**src/rtl/add_word_te_seq.sv**
```systemverilog
// add_word_te_seq
//   Adds two balanced-ternary words one trit per cycle, LSB first. A single
//   trit-level add stage is reused every cycle, and a carry trit is kept
//   between cycles. Trit encoding: 2'b10 = +1, 2'b00 = 0, 2'b01 = -1,
//   2'b11 = error.
//
// Ports
//   clk        in   1        clock, rising edge
//   rst_n      in   1        asynchronous active-low reset
//   in_valid   in   1        operand pair valid
//   in_ready   out  1        controller idle and able to accept operands
//   a_word     in   2*TRITS  operand A, trit i at [2i+1:2i]
//   b_word     in   2*TRITS  operand B
//   out_valid  out  1        sum_word / carry_out / err valid
//   out_ready  in   1        consumer accepts result
//   sum_word   out  2*TRITS  result trits
//   carry_out  out  2        final carry trit
//   err        out  1        an operand contained an error trit
module add_word_te_seq #(
    parameter int TRITS = 8
) (
    input  logic               clk,
    input  logic               rst_n,
    input  logic               in_valid,
    output logic               in_ready,
    input  logic [2*TRITS-1:0] a_word,
    input  logic [2*TRITS-1:0] b_word,
    output logic               out_valid,
    input  logic               out_ready,
    output logic [2*TRITS-1:0] sum_word,
    output logic [1:0]         carry_out,
    output logic               err
);

    localparam int IDX_W = $clog2(TRITS);

    localparam logic [1:0] T_POS = 2'b10;
    localparam logic [1:0] T_ZER = 2'b00;
    localparam logic [1:0] T_NEG = 2'b01;
    localparam logic [1:0] T_ERR = 2'b11;

    typedef enum logic [1:0] {
        IDLE = 2'd0,
        RUN  = 2'd1,
        HOLD = 2'd2
    } state_e;

    state_e             state_q;
    logic [2*TRITS-1:0] a_q, b_q, sum_q;
    logic [1:0]         carry_q, cout_q;
    logic               err_q, ovalid_q;
    logic [IDX_W-1:0]   idx_q;

    // Decodes a trit to a signed value; the error code is screened separately.
    function automatic logic signed [2:0] trit_val(input logic [1:0] t);
        case (t)
            T_POS:   trit_val = 3'sd1;
            T_NEG:   trit_val = -3'sd1;
            default: trit_val = 3'sd0;
        endcase
    endfunction

    // Single trit add stage working on the trit selected by idx_q.
    logic [1:0]         a_k, b_k, dig, cy;
    logic signed [2:0]  t_sum;
    logic               trit_err, last_trit;
    logic [2*TRITS-1:0] sum_dig, sum_bad;

    assign a_k       = a_q[{idx_q, 1'b0} +: 2];
    assign b_k       = b_q[{idx_q, 1'b0} +: 2];
    assign trit_err  = (a_k == T_ERR) || (b_k == T_ERR);
    assign last_trit = (idx_q == IDX_W'(TRITS - 1));
    assign t_sum     = trit_val(a_k) + trit_val(b_k) + trit_val(carry_q);

    always_comb begin
        dig = T_ZER;
        cy  = T_ZER;
        case (t_sum)
            3'b101: begin dig = T_ZER; cy = T_NEG; end  // -3
            3'b110: begin dig = T_POS; cy = T_NEG; end  // -2
            3'b111: begin dig = T_NEG; cy = T_ZER; end  // -1
            3'b001: begin dig = T_POS; cy = T_ZER; end  // +1
            3'b010: begin dig = T_NEG; cy = T_POS; end  // +2
            3'b011: begin dig = T_ZER; cy = T_POS; end  // +3
            default: begin dig = T_ZER; cy = T_ZER; end // 0
        endcase
    end

    always_comb begin
        sum_dig = sum_q;
        sum_bad = sum_q;
        sum_dig[{idx_q, 1'b0} +: 2] = dig;
        sum_bad[{idx_q, 1'b0} +: 2] = T_ERR;
    end

    always_ff @(posedge clk or negedge rst_n) begin
        if (!rst_n) begin
            state_q  <= IDLE;
            a_q      <= '0;
            b_q      <= '0;
            sum_q    <= '0;
            carry_q  <= T_ZER;
            cout_q   <= T_ZER;
            err_q    <= 1'b0;
            idx_q    <= '0;
            ovalid_q <= 1'b0;
        end else begin
            case (state_q)
                IDLE: begin
                    if (in_valid) begin
                        a_q     <= a_word;
                        b_q     <= b_word;
                        sum_q   <= '0;
                        carry_q <= T_ZER;
                        cout_q  <= T_ZER;
                        err_q   <= 1'b0;
                        idx_q   <= '0;
                        state_q <= RUN;
                    end
                end
                RUN: begin
                    if (trit_err) begin
                        // Early abort: higher trits stay zero, lower keep their digits.
                        sum_q    <= sum_bad;
                        err_q    <= 1'b1;
                        cout_q   <= T_ZER;
                        ovalid_q <= 1'b1;
                        state_q  <= HOLD;
                    end else begin
                        sum_q   <= sum_dig;
                        carry_q <= cy;
                        idx_q   <= idx_q + 1'b1;
                        if (last_trit) begin
                            cout_q   <= cy;
                            ovalid_q <= 1'b1;
                            state_q  <= HOLD;
                        end
                    end
                end
                HOLD: begin
                    if (out_ready) begin
                        ovalid_q <= 1'b0;
                        state_q  <= IDLE;
                    end
                end
                default: state_q <= IDLE;
            endcase
        end
    end

    // Held low while reset is asserted even though the state already reads IDLE.
    assign in_ready  = rst_n && (state_q == IDLE);
    assign out_valid = ovalid_q;
    assign sum_word  = sum_q;
    assign carry_out = cout_q;
    assign err       = err_q;

endmodule

```
**config.mk**
```make
export PLATFORM = sky130hd
export DESIGN_NAME = add_word_te_seq
export DESIGN_NICKNAME = d
export VERILOG_FILES = /design/src/rtl/add_word_te_seq.sv
export SDC_FILE = /design/constraint.sdc
export NUM_CORES = 1
export LEC_CHECK = 0
export CAP_MARGIN = 25
export CELL_PAD_IN_SITES_DETAIL_PLACEMENT = 1
export CELL_PAD_IN_SITES_GLOBAL_PLACEMENT = 2
export CORE_MARGIN = 2
export CORE_UTILIZATION = 38
export CTS_BUF_LIST = sky130_fd_sc_hd__clkbuf_8 sky130_fd_sc_hd__clkbuf_16
export DETAILED_ROUTE_END_ITERATION = 8
export GPL_TIMING_DRIVEN = 0
export PLACE_DENSITY = 0.95
export SYNTH_ARGS = -nofsm -noshare
export SYNTH_HDL_FRONTEND = slang
export SYNTH_SLANG_ARGS = --single-unit
```
**constraint.sdc**
```tcl
create_clock -name clk -period 8.75 [get_ports clk]
set_input_delay 1.75 -clock clk [delete_from_list [all_inputs] [get_ports clk]]
set_output_delay 1.75 -clock clk [all_outputs]
set_load 0.05 [all_outputs]
```
# Word-level counts from Yosys, hierarchy flattened
# Cells that the tools add are included.
dict set report op_classes {
  addsub 4
  n_shift 5
  n_eq_ne 22
  reduce_logical 16
  mux 31
}
# operator n
set ops {}
lappend ops {{bitwise mux 16 bit} 2}
lappend ops {{2-to-1 mux 16 bit} 2}
lappend ops {{case mux 16 bit (2 select lines)} 1}
lappend ops {{indexed part select 16 x 5 -> 2 bit} 2}
lappend ops {{case mux 3 bit (2 select lines)} 4}
lappend ops {{2-to-1 mux 2 bit} 8}
lappend ops {{case mux 2 bit (2 select lines)} 4}
lappend ops {{variable shift 2 x 6 -> 16 bit (first input constant)} 1}
lappend ops {{indexed part select 2 x 6 -> 16 bit} 1}
lappend ops {{indexed part select 2 x 6 -> 16 bit (first input constant)} 1}
lappend ops {{AND reduction 3 bit} 5}
lappend ops {{equality test 2 bit (second input constant)} 6}
lappend ops {{equality test 3 bit (second input constant)} 4}
lappend ops {{equality test 2 x 1 -> 1 bit (second input constant)} 4}
lappend ops {{inequality test 2 bit (second input constant)} 4}
lappend ops {{OR reduction 2 bit} 4}
lappend ops {{adder 3 bit} 2}
lappend ops {{equality test 3 x 2 -> 1 bit (second input constant)} 2}
lappend ops {{2-to-1 mux 3 bit} 2}
lappend ops {{negation 4 -> 6 bit} 1}
lappend ops {{case mux 2 bit (3 select lines)} 1}
lappend ops {{2-to-1 mux 1 bit} 5}
lappend ops {{case mux 1 bit (2 select lines)} 2}
lappend ops {{AND reduction 2 bit} 2}
lappend ops {{other kinds (7)} 8}
dict set report totals {
  output_inout_bits 21
  in_bits 36
  regBits 59
  word_cells 87
}

# Longest topological paths before layout
dict set report logic_depth {
  ltp_word 12
  mapped_depth 13
  ltp_nobuf 11
}

# Worst setup path after synthesis
# Ideal clock, no wire load.
dict set report synth_timing {
  kind {input-to-output}
  from {input port rst_n}
  to {output port in_ready}
  t_arrival_ps 2896
  required_time_ps 7000
  n_path_buf 0
  path_slack_ps 4104
  cell_stages 1
  path_cell_list {nor3b_1}
}
dict set report synth_via {
  elab_chain_len 1
}
# element line_no
set synth_rtl {}
lappend synth_rtl {{from (decl)} 23} ;# input logic rst_n,
lappend synth_rtl {{logical AND 1 bit} 152} ;# assign in_ready = rst_n && (state_q == IDLE);
lappend synth_rtl {{to (decl)} 25} ;# output logic in_ready,
# No other way between the ends.

# Worst setup path after layout
# Ends and elaborated chain as after synthesis.

==> impl_metrics.json <==
{
  "critical_path.slowest_cell": "clkdlybuf4s50_1",
  "place.gp.congestion": 0.834,
  "dp_hpwl_mm": 5.16,
  "post_synth.cell_area_avg_sq_um": 13.5,
  "numClockSinks": 59,
  "die_area_sq_um": 8870,
  "fillers": 785,
  "rr_worst_depth": 12,
  "gr-total-overflow": 0,
  "synth_top_area_share": 0.478,
  "critPathLaunchType": "input port",
  "timing.hold.worst.class": "flip-flop to flip-flop",
  "grt_max_degree": 39,
  "critPathMaxStageDelay_ns": 0.83,
  "cap_viol_max_count": 0,
  "final_layout_size_suffix_gt1_frac": 0.242,
  "cp_max_fo": 38,
  "diodes": 0,
  "asyncSetResetFlopFracSynth": 1.00,
  "most_frequently_used_cell_type_in_the_post_synthesis_netlist": "dfrtp_1",
  "rows": 32,
  "chipHeight_um": 94.2,
  "wire_per_inst_um": 17.5,
  "dominant_cells_by_area_after_synthesis": "dfrtp_1 48%, mux2_4 16%, mux2i_1 5.8%",
  "hold_viol_final": 0,
  "cell_type_contributing_the_most_total_cell_area_after_synthesis": "dfrtp_1",
  "postSynthRegisterBits": 59,
  "cts_tree": "done",
  "run_status": "completed",
  "number_of_nets_with_antenna_violations_after_detailed_routing": 0,
  "synth_commonest_cells": "59 x dfrtp_1, 32 x mux2_4, 32 x nand2_1",
  "critical_path_required_ns": 7.00,
  "rr_endpoint": "sum_word[9]",
  "detailedRoute.firstIterationViolations": 55,
  "rrSetupSlack_ns": 5.01,
  "syn_nets": 277,
  "syn_area_sq_um": 3090,
  "cpLargestDelayFamily": "buffers and inverters",
  "crit_arrival_ns": 3.59,
  "cts-resized-gates": 0,
  "flow.area_growth_from_synthesis_pct": 29.5,
  "drt_pass1_iterations": 4,
  "min_period_over_period": 0.610,
  "buffers_plus_inverters_on_the_worst_setup_path": 3,
  "coreArea_sq_um": 7810,
  "clock_tree_buf_depth": 2,
  "clk_pin_slew_ns": 0.07,
  "clock.fmax_mhz": 187,
  "worst_slew_pin_slew_ns": 0.636,
  "timing.clock.skew_ns": 0.00726,
  "grt_pass1_vias": 2251,
  "synthCells": 229,
  "ys_dominant_reg_cell": "dfrtp_1",
  "setup.worst_path.end_class": "primary output",
  "port_buffers": 56,
  "boundaryPins": 57,
  "remaining_drc_errors": 0,
  "grt_first_pass_wirelength_mm": 11.8,
  "path_depth": 4,
  "clkLatencyLatePin_ns": 0.35,
  "worst_slew_margin_rel": 0.574,
  "critical_path.reg2reg.startpoint": "idx_q[0]",
  "setup_viol_count_final": 0,
  "chipWidth_um": 94.2,
  "finalCriticalPeriod_ns": 5.34,
  "num_vias": 1993,
  "synth-edff-count": 0,
  "slew_violations": 0,
  "cts_made_buffers": 9,
  "cp-endpoint": "in_ready",
  "setup-tns-final_ns": 0,
  "clock-root-buffer": "clkbuf_8",
  "hold_buffers": 0,
  "clock_tree.htree_level_count": 3,
  "mean_number_of_vias_per_cell": 4.93,
  "fin_nets": 345,
  "drt-total-wl_mm": 7.06,
  "setup.worst_path.class": "input port to primary output",
  "synth_warnings": 0,
  "rsz_0062_raised_after_global_routing": "no",
  "globalRouteTotalUtil": 0.180,
  "initial_core_util": 0.396,
  "postCtsSetupBuffers": 0,
  "crit_path_cell_trace": "buf_2 -> buf_12 -> nor3b_1 -> clkdlybuf4s50_1",
  "synth-seq-area-share": 0.478,
  "post_synth_num_cell_types": 41,
  "antenna_violations_before_repair": 0,
  "worst_setup_path_startpoint": "rst_n"
}
==> cell usage in the layout, fill, tap and decap left out, types with 3 or more instances in the layout <==
| cell type | n |
|---|---|
| mux2_4 | 32 |
| dfrtp_1 | 59 |
| ha_1 | 10 |
| nor2_1 | 10 |
| clkbuf_8 | 9 |
| clkdlybuf4s50_1 | 55 |
| buf_12 | 4 |
| inv_1 | 10 |
| buf_6 | 3 |
| mux2i_1 | 18 |
| nand2_1 | 32 |
| mux4_2 | 8 |
| o21ai_0 | 6 |
==> layer usage <==
layer | wire, um | vias up | global-route usage
met5 | 0 | - | 0
met4 | 72 | 0 | 0.0580
met3 | 224 | 5 | 0.0490
met2 | 3550 | 35 | 0.293
met1 | 3210 | 1016 | 0.232
li1 | - | 937 | -
==> through the flow <==
step                      cell area, sq um  worst slack (ns)  hold slack [ns]  cells   util
final                                 4000              3.41            0.486    404  0.513
after floorplan                       3090              4.10            0.449    229      -
after global routing                  4000              3.29            0.523    404  0.513
after detailed placement              3790              3.38            0.480    388  0.486
after CTS                             4000              3.37            0.488    404  0.513
after global placement                3780              1.70            0.467    387  0.484
==> state kept, by name (all words and copies together) (netlist names) <==
signal,flops
err,1
state_q,2
out_valid,1
carry_q,2
a_q,16
sum_word,16
idx_q,3
b_q,16
carry_out,2
==> worst min-delay path by stage <==
stage	from	to	slack (ns)	depth (start not counted)
2_1_floorplan	carry_q[1]	carry_q[1]	0.45	1
3_3_place_gp	carry_q[1]	carry_q[1]	0.47	1
3_5_place_dp	err	err	0.48	2
4_1_cts	err	err	0.49	2
5_1_grt	carry_q[1]	carry_q[1]	0.52	1
6_report	err	err	0.49	2
==> worst register-to-register path, delay by kind of cell (launching register included) <==
family,cells,cell delay (ns)
XOR/XNOR,1,0.30
adder cells (fa/ha/maj),3,1.00
buffers and inverters,2,0.43
multiplexers,3,0.86
flip-flops,1,0.36
AND/OR/NAND/NOR,3,0.66
==> layout make-up <==
cell class / instances / area [sq um] / area share
tap: 102 / 128 / 0.0319
sequential: 59 / 1480 / 0.369
clock inverter: 7 / 85.1 / 0.0213
multi-input combinational: 151 / 1460 / 0.365
inverter: 8 / 30.0 / 0.00750
clock buffer: 9 / 124 / 0.0309
buffer: 11 / 121 / 0.0303
timing repair buffer: 57 / 576 / 0.144
==> kinds of logic (layout without fill, tap and decap cells) <==
kind of cell             count (synthesis)  count (layout)  synth area share
flip-flops                              59              59             0.478
multiplexers                            60              60             0.279
AO/OA/AOI/OAI                           15              15            0.0336
adder cells (fa/ha/maj)                 12              12            0.0534
XOR/XNOR                                 2               2            0.0105
AND/OR/NAND/NOR                         62              62            0.0964
buffers and inverters                   19              92            0.0490
Power is not shown: default switching activity piles up to over one toggle a cycle in this logic, so the estimate is an artifact.
